## config.mk

```make
export PLATFORM = sky130hd
export DESIGN_NAME = cdb_arbiter
export DESIGN_NICKNAME = d
export VERILOG_FILES = /design/src/rtl/cdb_arbiter_pkg.sv /design/src/rtl/cdb_fifo.sv /design/src/rtl/cdb_arbiter.sv
export SDC_FILE = /design/constraint.sdc
export NUM_CORES = 1
export LEC_CHECK = 0
export ABC_CLOCK_PERIOD_IN_PS = 7750
export CORE_MARGIN = 2
export CORE_UTILIZATION = 50
export CTS_CLUSTER_SIZE = 12
export DETAILED_ROUTE_END_ITERATION = 8
export PLACE_DENSITY_LB_ADDON = 0.3
export RECOVER_POWER = 50
export SLEW_MARGIN = 0
export SYNTH_ARGS = -nofsm -noshare
export SYNTH_HDL_FRONTEND = slang
export SYNTH_SLANG_ARGS = --single-unit
```

## constraint.sdc

```tcl
create_clock -name clk -period 7.75 [get_ports clk]
set_input_delay 1.55 -clock clk [delete_from_list [all_inputs] [get_ports clk]]
set_output_delay 1.55 -clock clk [all_outputs]
set_load 0.05 [all_outputs]
```

## src/rtl/cdb_arbiter_pkg.sv

```systemverilog
// Shared constants and types for the CDB arbiter slice.
// Latency: n/a (declarations only).
// Backpressure: n/a (declarations only).
package cdb_arbiter_pkg;

    localparam int DATA_LEN = 32;
    localparam int ROB_LEN  = 4;
    localparam int ROB_ID_W = ROB_LEN + 1;

    localparam logic [ROB_ID_W-1:0] ZERO_ROB  = '0;
    localparam logic [DATA_LEN-1:0] ZERO_WORD = '0;
    localparam logic                TRUE      = 1'b1;
    localparam logic                FALSE     = 1'b0;

    typedef enum logic {
        SRC_ALU = 1'b0,
        SRC_LS  = 1'b1
    } src_e;

    // Round-robin pick: a lone requester wins; on a tie the source that did not win last time wins.
    function automatic src_e rr_pick(input logic alu_req, input logic ls_req, input src_e last);
        src_e pick;
        pick = SRC_ALU;
        if (alu_req && ls_req) begin
            pick = (last == SRC_ALU) ? SRC_LS : SRC_ALU;
        end else if (ls_req) begin
            pick = SRC_LS;
        end
        return pick;
    endfunction

endpackage

```

## src/rtl/cdb_fifo.sv

```systemverilog
// Per-source result queue, DEPTH x {rob_id, result}, with head-of-queue visible combinationally.
// Latency: a pushed entry is at the head one edge later; pop and push may coincide.
// Backpressure: ready = count < DEPTH from the registered count; flush empties it and beats push/pop.
module cdb_fifo #(
    parameter int WIDTH = 37,
    parameter int DEPTH = 2
) (
    input  logic             clk,
    input  logic             rst,
    input  logic             flush,
    input  logic             push,
    input  logic             pop,
    input  logic [WIDTH-1:0] push_dat,
    output logic [WIDTH-1:0] head_dat,
    output logic             empty,
    output logic             ready
);

    localparam int PW = $clog2(DEPTH);
    localparam int CW = PW + 1;

    logic [WIDTH-1:0] mem_q [DEPTH];
    logic [WIDTH-1:0] mem_d [DEPTH];
    logic [PW-1:0]    wr_ptr_q, wr_ptr_d;
    logic [PW-1:0]    rd_ptr_q, rd_ptr_d;
    logic [CW-1:0]    count_q, count_d;
    logic             do_push;
    logic             do_pop;

    assign empty    = (count_q == '0);
    assign ready    = (count_q < CW'(DEPTH));
    assign head_dat = mem_q[rd_ptr_q];

    // Next-state for storage, pointers and occupancy; pointers wrap naturally at DEPTH.
    always_comb begin
        do_push  = push && ready && !flush;
        do_pop   = pop && !empty && !flush;
        mem_d    = mem_q;
        wr_ptr_d = wr_ptr_q;
        rd_ptr_d = rd_ptr_q;
        count_d  = count_q + CW'(do_push) - CW'(do_pop);
        if (do_push) begin
            mem_d[wr_ptr_q] = push_dat;
            wr_ptr_d        = wr_ptr_q + PW'(1);
        end
        if (do_pop) begin
            rd_ptr_d = rd_ptr_q + PW'(1);
        end
        if (flush) begin
            wr_ptr_d = '0;
            rd_ptr_d = '0;
            count_d  = '0;
        end
    end

    // Queue state registers; storage itself needs no reset since count gates visibility.
    always_ff @(posedge clk) begin
        mem_q <= mem_d;
        if (rst) begin
            wr_ptr_q <= '0;
            rd_ptr_q <= '0;
            count_q  <= '0;
        end else begin
            wr_ptr_q <= wr_ptr_d;
            rd_ptr_q <= rd_ptr_d;
            count_q  <= count_d;
        end
    end

endmodule

```

## src/rtl/cdb_arbiter.sv

```systemverilog
// Round-robin share of the common data bus between the ALU and load/store result paths.
// Latency: 2 cycles input-to-broadcast (1 cycle from an empty queue when CDB_BYPASS_EN is defined).
// Backpressure: per-source ready drops when that queue is full; flush drops everything pending.
module cdb_arbiter #(
    parameter int DATA_LEN = 32,
    parameter int ROB_ID_W = 5,
    parameter int DEPTH    = 2
) (
    input  logic                clk,
    input  logic                rst,
    input  logic                flush,
    input  logic                alu_valid,
    input  logic [ROB_ID_W-1:0] alu_rob_id,
    input  logic [DATA_LEN-1:0] alu_result,
    output logic                alu_ready,
    input  logic                ls_valid,
    input  logic [ROB_ID_W-1:0] ls_rob_id,
    input  logic [DATA_LEN-1:0] ls_result,
    output logic                ls_ready,
    output logic                cdb_valid,
    output logic [ROB_ID_W-1:0] cdb_rob_id,
    output logic [DATA_LEN-1:0] cdb_result,
    output logic                cdb_src
);

    import cdb_arbiter_pkg::*;

    localparam int EW = ROB_ID_W + DATA_LEN;

    logic [EW-1:0]       alu_head, ls_head, win_dat;
    logic                alu_empty, ls_empty;
    logic                alu_take, ls_take;
    logic                alu_req, ls_req;
    logic                alu_push, ls_push, alu_pop, ls_pop;
    logic                alu_byp, ls_byp;
    logic                grant_any;
    src_e                grant_src;

    logic                cdb_valid_q, cdb_valid_d;
    logic [ROB_ID_W-1:0] cdb_rob_id_q, cdb_rob_id_d;
    logic [DATA_LEN-1:0] cdb_result_q, cdb_result_d;
    logic                cdb_src_q, cdb_src_d;
    src_e                last_grant_q, last_grant_d;

    // A source offers a result only with a real tag, queue room and no flush in progress.
    assign alu_take = alu_valid && (alu_rob_id != '0) && alu_ready && !flush;
    assign ls_take  = ls_valid && (ls_rob_id != '0) && ls_ready && !flush;

`ifdef CDB_BYPASS_EN
    assign alu_req = !alu_empty || alu_take;
    assign ls_req  = !ls_empty || ls_take;
`else
    assign alu_req = !alu_empty;
    assign ls_req  = !ls_empty;
`endif

    // Arbitrate, then route the winner from its queue head or, from an empty queue, straight from the input.
    always_comb begin
        grant_any = !flush && (alu_req || ls_req);
        grant_src = rr_pick(alu_req, ls_req, last_grant_q);
        alu_byp   = grant_any && (grant_src == SRC_ALU) && alu_empty;
        ls_byp    = grant_any && (grant_src == SRC_LS) && ls_empty;
        alu_pop   = grant_any && (grant_src == SRC_ALU) && !alu_empty;
        ls_pop    = grant_any && (grant_src == SRC_LS) && !ls_empty;
        alu_push  = alu_take && !alu_byp;
        ls_push   = ls_take && !ls_byp;
        if (grant_src == SRC_ALU) begin
            win_dat = alu_byp ? {alu_rob_id, alu_result} : alu_head;
        end else begin
            win_dat = ls_byp ? {ls_rob_id, ls_result} : ls_head;
        end

        cdb_valid_d  = FALSE;
        cdb_rob_id_d = cdb_rob_id_q;
        cdb_result_d = cdb_result_q;
        cdb_src_d    = cdb_src_q;
        last_grant_d = last_grant_q;
        if (grant_any) begin
            cdb_valid_d  = TRUE;
            cdb_rob_id_d = win_dat[EW-1:DATA_LEN];
            cdb_result_d = win_dat[DATA_LEN-1:0];
            cdb_src_d    = grant_src;
            last_grant_d = grant_src;
        end
    end

    cdb_fifo #(.WIDTH(EW), .DEPTH(DEPTH)) u_alu_q (
        .clk      (clk),
        .rst      (rst),
        .flush    (flush),
        .push     (alu_push),
        .pop      (alu_pop),
        .push_dat ({alu_rob_id, alu_result}),
        .head_dat (alu_head),
        .empty    (alu_empty),
        .ready    (alu_ready)
    );

    cdb_fifo #(.WIDTH(EW), .DEPTH(DEPTH)) u_ls_q (
        .clk      (clk),
        .rst      (rst),
        .flush    (flush),
        .push     (ls_push),
        .pop      (ls_pop),
        .push_dat ({ls_rob_id, ls_result}),
        .head_dat (ls_head),
        .empty    (ls_empty),
        .ready    (ls_ready)
    );

    // Broadcast register and round-robin history; last_grant starts at LS so the ALU wins the first tie.
    always_ff @(posedge clk) begin
        if (rst) begin
            cdb_valid_q  <= FALSE;
            cdb_rob_id_q <= '0;
            cdb_result_q <= '0;
            cdb_src_q    <= SRC_ALU;
            last_grant_q <= SRC_LS;
        end else begin
            cdb_valid_q  <= cdb_valid_d;
            cdb_rob_id_q <= cdb_rob_id_d;
            cdb_result_q <= cdb_result_d;
            cdb_src_q    <= cdb_src_d;
            last_grant_q <= last_grant_d;
        end
    end

    assign cdb_valid  = cdb_valid_q;
    assign cdb_rob_id = cdb_rob_id_q;
    assign cdb_result = cdb_result_q;
    assign cdb_src    = cdb_src_q;

endmodule

```

# Word-level counts from Yosys, hierarchy flattened
# Cells that the tools add are included.
[word_totals]
register_bits = 196
latchBits = 0
mem_bits_rw = 0
rom_bits = 0
inputBits = 79
out_inout_bits = 41
wordCells = 92
memories = 0
[op_classes]
add_sub_neg = 8
mul = 0
n_div = 0
magnitude_cmp = 8
n_eq_ne = 0
shifts = 0
muxes = 19
bitwise_logic = 5
n_reduce_logical = 37
[op_table]
columns = ["operator", "count"]
rows = [
  ["$mux 37", 11],
  ["$bwmux 74", 2],
  ["$demux 37 s1", 2],
  ["$logic_and 1x1->1", 26],
  ["$reduce_bool 5->1", 2],
  ["$ge 2x2->1 const B", 4],
  ["$not 1->2", 4],
  ["$logic_not 1->1", 5],
  ["$add 1x1->1 const B", 4],
  ["$add 2x1->2", 2],
  ["$logic_not 2->1", 2],
  ["$lt 2x1->1 const B", 2],
  ["$lt 2x2->1 const B", 2],
  ["$mux 1", 4],
  ["$sub 2x1->2", 2],
  ["$reduce_or 2->1", 1],
  ["$logic_or 1x1->1", 1],
  ["$not 1->1", 1],
]

# Logic depth before layout (Yosys ltp)
[logic_depth]
depth_word = 13
depth_mapped = 9
depth_no_buf = 9

# By module
# From an unflattened synthesis, not the netlist that was laid out.
[unflattened]
hier_cells = 432
area_unflattened_um2 = 7604.8
[modules_own_cells]
columns = ["mod", "n_inst", "cells_per_inst", "area_each_um2", "seq_area_each_um2"]
rows = [
  ["cdb_fifo", 2, 139, 2959.1, 2302.2],
  ["cdb_arbiter", 1, 154, 1686.6, 800.8],
]

# Least setup slack after synthesis
# OpenSTA, ideal clock, no wires.
[synth_path]
path_type = "in2reg"
from = "in flush"
to = "reg u_alu_q.mem_q[37] (netlist name), enable pin"
setup_ns = 0.436
arrival_time_ns = 3.792
required_ns = 7.314
slack_ns = 3.522
cell_stages = 4
n_path_buf = 1
cell_sequence = "buf_2 inv_1 o2111a_1 nor2b_1"
[synth_between]
elab_chain_len = 8
elab_cells_between_ends = 9
classes_between = "reduce/logical (9)"
[synth_lines]
columns = ["item", "line_no", "rtl"]
rows = [
  ["start: declaration", "cdb_arbiter.sv:11", "input logic flush,"],
  ["$logic_not 1->1 *", "cdb_fifo.sv:36, cdb_arbiter.sv:46, cdb_arbiter.sv:59", ""],
  ["$logic_and 1x1->1", "cdb_arbiter.sv:59", "grant_any = !flush && (alu_req || ls_req);"],
  ["$logic_and 1x1->1 (2 in series)", "cdb_arbiter.sv:61", "alu_byp = grant_any && (grant_src == SRC_ALU) && alu_empty;"],
  ["$logic_not 1->1", "cdb_arbiter.sv:65", "alu_push = alu_take && !alu_byp;"],
  ["$logic_and 1x1->1", "cdb_arbiter.sv:65", ""],
  ["$logic_and 1x1->1", "cdb_fifo.sv:36", "do_push = push && ready && !flush;"],
  ["$logic_and 1x1->1 *", "cdb_fifo.sv:36", ""],
  ["end signal: assignment", "cdb_fifo.sv:58", "mem_q <= mem_d;"],
  ["end: declaration", "cdb_fifo.sv:22", "logic [WIDTH-1:0] mem_q [DEPTH];"],
]
# Mark *: on every way between the ends. The rest lies on a longest branch, timed or not.
# A chain may end at the register's enable or synchronous reset.

# Final worst setup path
[layout_path]
from = "in flush"
to = "reg cdb_result_q[24], in the netlist cdb_result[24]"
[layout_between]
elab_chain_len = 6
elab_cells_between_ends = 9
classes_between = "mux (3); reduce/logical (6)"
[layout_lines]
columns = ["item", "line_no", "rtl"]
rows = [
  ["$logic_not 1->1 *", "cdb_arbiter.sv:59", ""],
  ["$logic_and 1x1->1 *", "cdb_arbiter.sv:59", ""],
  ["$logic_and 1x1->1, on equally long branches (2 in series)", "cdb_arbiter.sv:61, cdb_arbiter.sv:62", ""],
  ["$mux 37, on equally long branches", "cdb_arbiter.sv:68, cdb_arbiter.sv:70", ""],
  ["$mux 37", "cdb_arbiter.sv:67", "if (grant_src == SRC_ALU) begin"],
  ["end signal: assignment", "cdb_arbiter.sv:122", "cdb_result_q <= cdb_result_d;"],
  ["end: declaration", "cdb_arbiter.sv:41", "logic [DATA_LEN-1:0] cdb_result_q, cdb_result_d;"],
]
# Marked as above.

==> impl_metrics.yaml <==
outcome:
  status: "finished with violations"
  violations: "capacitance limit, slew limit"
placement:
  dp_hpwl_mm: 8.87
  gp_congestion: 0.796
  port_buffers: 119
  placed_cell_area_sq_mm: 0.00869
grt:
  grt_overflow: 0
  grt_usage_pct: 19.7
  grt_pass1_wl_mm: 23.4
  grt_max_degree: 42
  antenna_found_initial: 0
  grt_pass1_vias: 4427
run:
  drv_cap: 1
sta:
  rsz0062_at_grt: "no"
  fmax_mhz: 208
  hold_violations: 0
  setup_viol: 0
  post-route-period-util_pct: 62.0
  setup_tns_ns: 0
  drv_slew: 42
  period_needed_ns: 4.80
  tightest_slew_ns: 2.91
  finClkSkew_ns: 0.0104
  slew_headroom_pct: -94.3
floorplan:
  rows: 44
  die_width_um: 126
  coreArea_sq_mm: 0.0145
  die_h_um: 126
  ioPinCount: 120
  start_util_pct: 51.0
  dieArea_sq_mm: 0.0158
finish:
  final_area_sq_mm: 0.00925
  areaGrowthSynthToFinish_pct: 25.3
  drive_gt1_share_pct: 20.3
  nets: 622
synth:
  synthMostInstantiatedCell: "edfxtp_1"
  syn-cell-area_sq_mm: 0.00738
  async_flop_share_pct: 0
  synth_top_cell_by_area: "edfxtp_1"
  syn_inst: 430
  yosys.cell_types.count: 32
  avgSynthCellArea_sq_um: 17.2
  synth_top_area_share_pct: 60.2
  synth-edff-count: 148
  yosysWarnings: 0
  synth_area_leaders: "edfxtp_1 60%, dfxtp_1 13%, mux2_2 5.6%"
  synth_sequential_area_ratio_pct: 73.2
  synth_flop_cell: "edfxtp_1"
  ys_ff_latch: 196
  syn-num-nets: 513
  ys_top_cells_by_count: "148 x edfxtp_1, 48 x dfxtp_1, 40 x mux2i_1"
drt:
  ant_nets: 0
  highest_layer: "met4"
  routedWlPerCell_um: 20.5
  routedLengthMet1_mm: 6.55
  drtIter0Drc: 380
  first_pass_iters: 5
  routed_wl_mm: 15.2
  drc: 0
  wl_met2_mm: 7.52
  wl_met3_um: 940
  via_count: 4225
  via_per_inst: 5.72
cts:
  ctsHoldBuffers: 0
  clock_sinks: 196
  cts_root_buf: "clkbuf_16"
  cts_buffers: 17
  ctsHtreeMaxLevel: 4
  post-cts-setup-buffer-count: 0
  post_cts_resized: 0
  clock_latency_ns: 0.43
  path_clk_slew_ns: 0.07
  cts_max_path_buffers: 2
  cts_tree: "done"
worst_setup_path:
  worstSetupPathType: "in2reg"
  reg2reg_slack_ns: 5.08
  crit_required_ns: 8.06
  slowest_delay_ns: 2.14
  crit_slowest_cell: "or2_0"
  start_kind: "primary input"
  cp-end-kind: "flip-flop"
  crit_chain: "dlygate4sd3_1 -> or2_0 -> nor3_4 -> buf_4 -> a221o_2"
  cp_data_arrival_time_ns: 5.12
  path_max_fanout: 41
pwr:
  p_leak_uw: 0.00311
  p_per_area_mw_per_mm2: 238
  vdd_drop_max_uv: 211
min_path:
  hp-class: "reg2reg"
==> cells by family (layout without fill, tap and decap cells) <==
group / count (synthesis) / after routing / synth area share (%)
buf+inv: 38 / 160 / 2.46
flops: 196 / 196 / 73.2
compound gates: 47 / 47 / 6.81
fa+ha+maj: 4 / 4 / 0.678
mux: 77 / 77 / 11.1
xor+xnor: 4 / 4 / 0.474
other cells: 0 / 2 / 0
simple gates: 64 / 64 / 5.32
==> cells in the final DEF, fill, tap and decap left out, types with 5 or more instances in the layout <==
| cell | Yosys | final |
|---|---|---|
| a221o_1 | 5 | 5 |
| a221o_2 | 32 | 32 |
| clkbuf_16 | 0 | 17 |
| clkdlybuf4s50_1 | 0 | 9 |
| dfxtp_1 | 48 | 46 |
| dlygate4sd3_1 | 0 | 110 |
| edfxtp_1 | 148 | 148 |
| inv_1 | 8 | 8 |
| mux2_2 | 37 | 37 |
| mux2i_1 | 40 | 40 |
| nor2_1 | 6 | 5 |
| nor4_1 | 37 | 37 |
==> final timing paths <==
| kind | to | start | cells past startpoint |
|---|---|---|---|
| hold / removal | cdb_result[19] | cdb_result[19] | 1 |
| setup reg to reg | u_ls_q.count_q[1] | u_ls_q.count_q[0] | 9 |
| hold reg to reg | cdb_result[19] | cdb_result[19] | 1 |
| setup / recovery | cdb_result[24] | flush | 5 |
==> area by class of cell <==
class                      count  area [sq um]
antenna                        2          5.00
clock buffer                  20           447
clock inverter                12           109
fill                        1064          5230
inverter                       8          30.0
multi-input combinational    196          1820
sequential                   196          5410
tap                          184           230
timing repair buffer         120          1200
==> registers in the layout (all words and copies together) (netlist names), 2 cells and up <==
name             cells
u_alu_q.mem_q       74
u_ls_q.mem_q        74
cdb_result          32
cdb_rob_id           5
u_alu_q.count_q      2
u_ls_q.count_q       2
==> power by group <==
group	switching, uW	leakage (uW)	internal, uW
Sequential	18.1	0.00175	1170
Clock	370	0.000260	451
Combinational	119	0.00110	78.2
==> routing by layer <==
layer / global-route usage [%] / up-vias
li1: - / 1946
met3: 4.07 / 14
met4: 8.43 / 0
met2: 31.9 / 142
met1: 26.2 / 2123
met5: 0 / -
==> stage by stage <==
step,instances,util [%],power (uW),hold WS (ns),setup WS [ns]
2_1_floorplan,430,-,1330,0.450,3.52
3_3_place_gp,704,60.0,1410,0.473,3.74
3_5_place_dp,704,60.0,1420,0.478,3.66
4_1_cts,736,63.9,2230,0.493,4.10
5_1_grt,736,63.9,2270,0.500,2.80
6_report,738,63.9,2210,0.485,2.95
==> worst max-delay path: cells and delay by family <==
| kind | cells | cell delay (ns) |
|---|---|---|
| buffers and inverters | 2 | 1.11 |
| AOI/OAI and AO/OA | 1 | 0.42 |
| and+or+nand+nor | 2 | 2.02 |
Power figures use the tool's default switching activity.
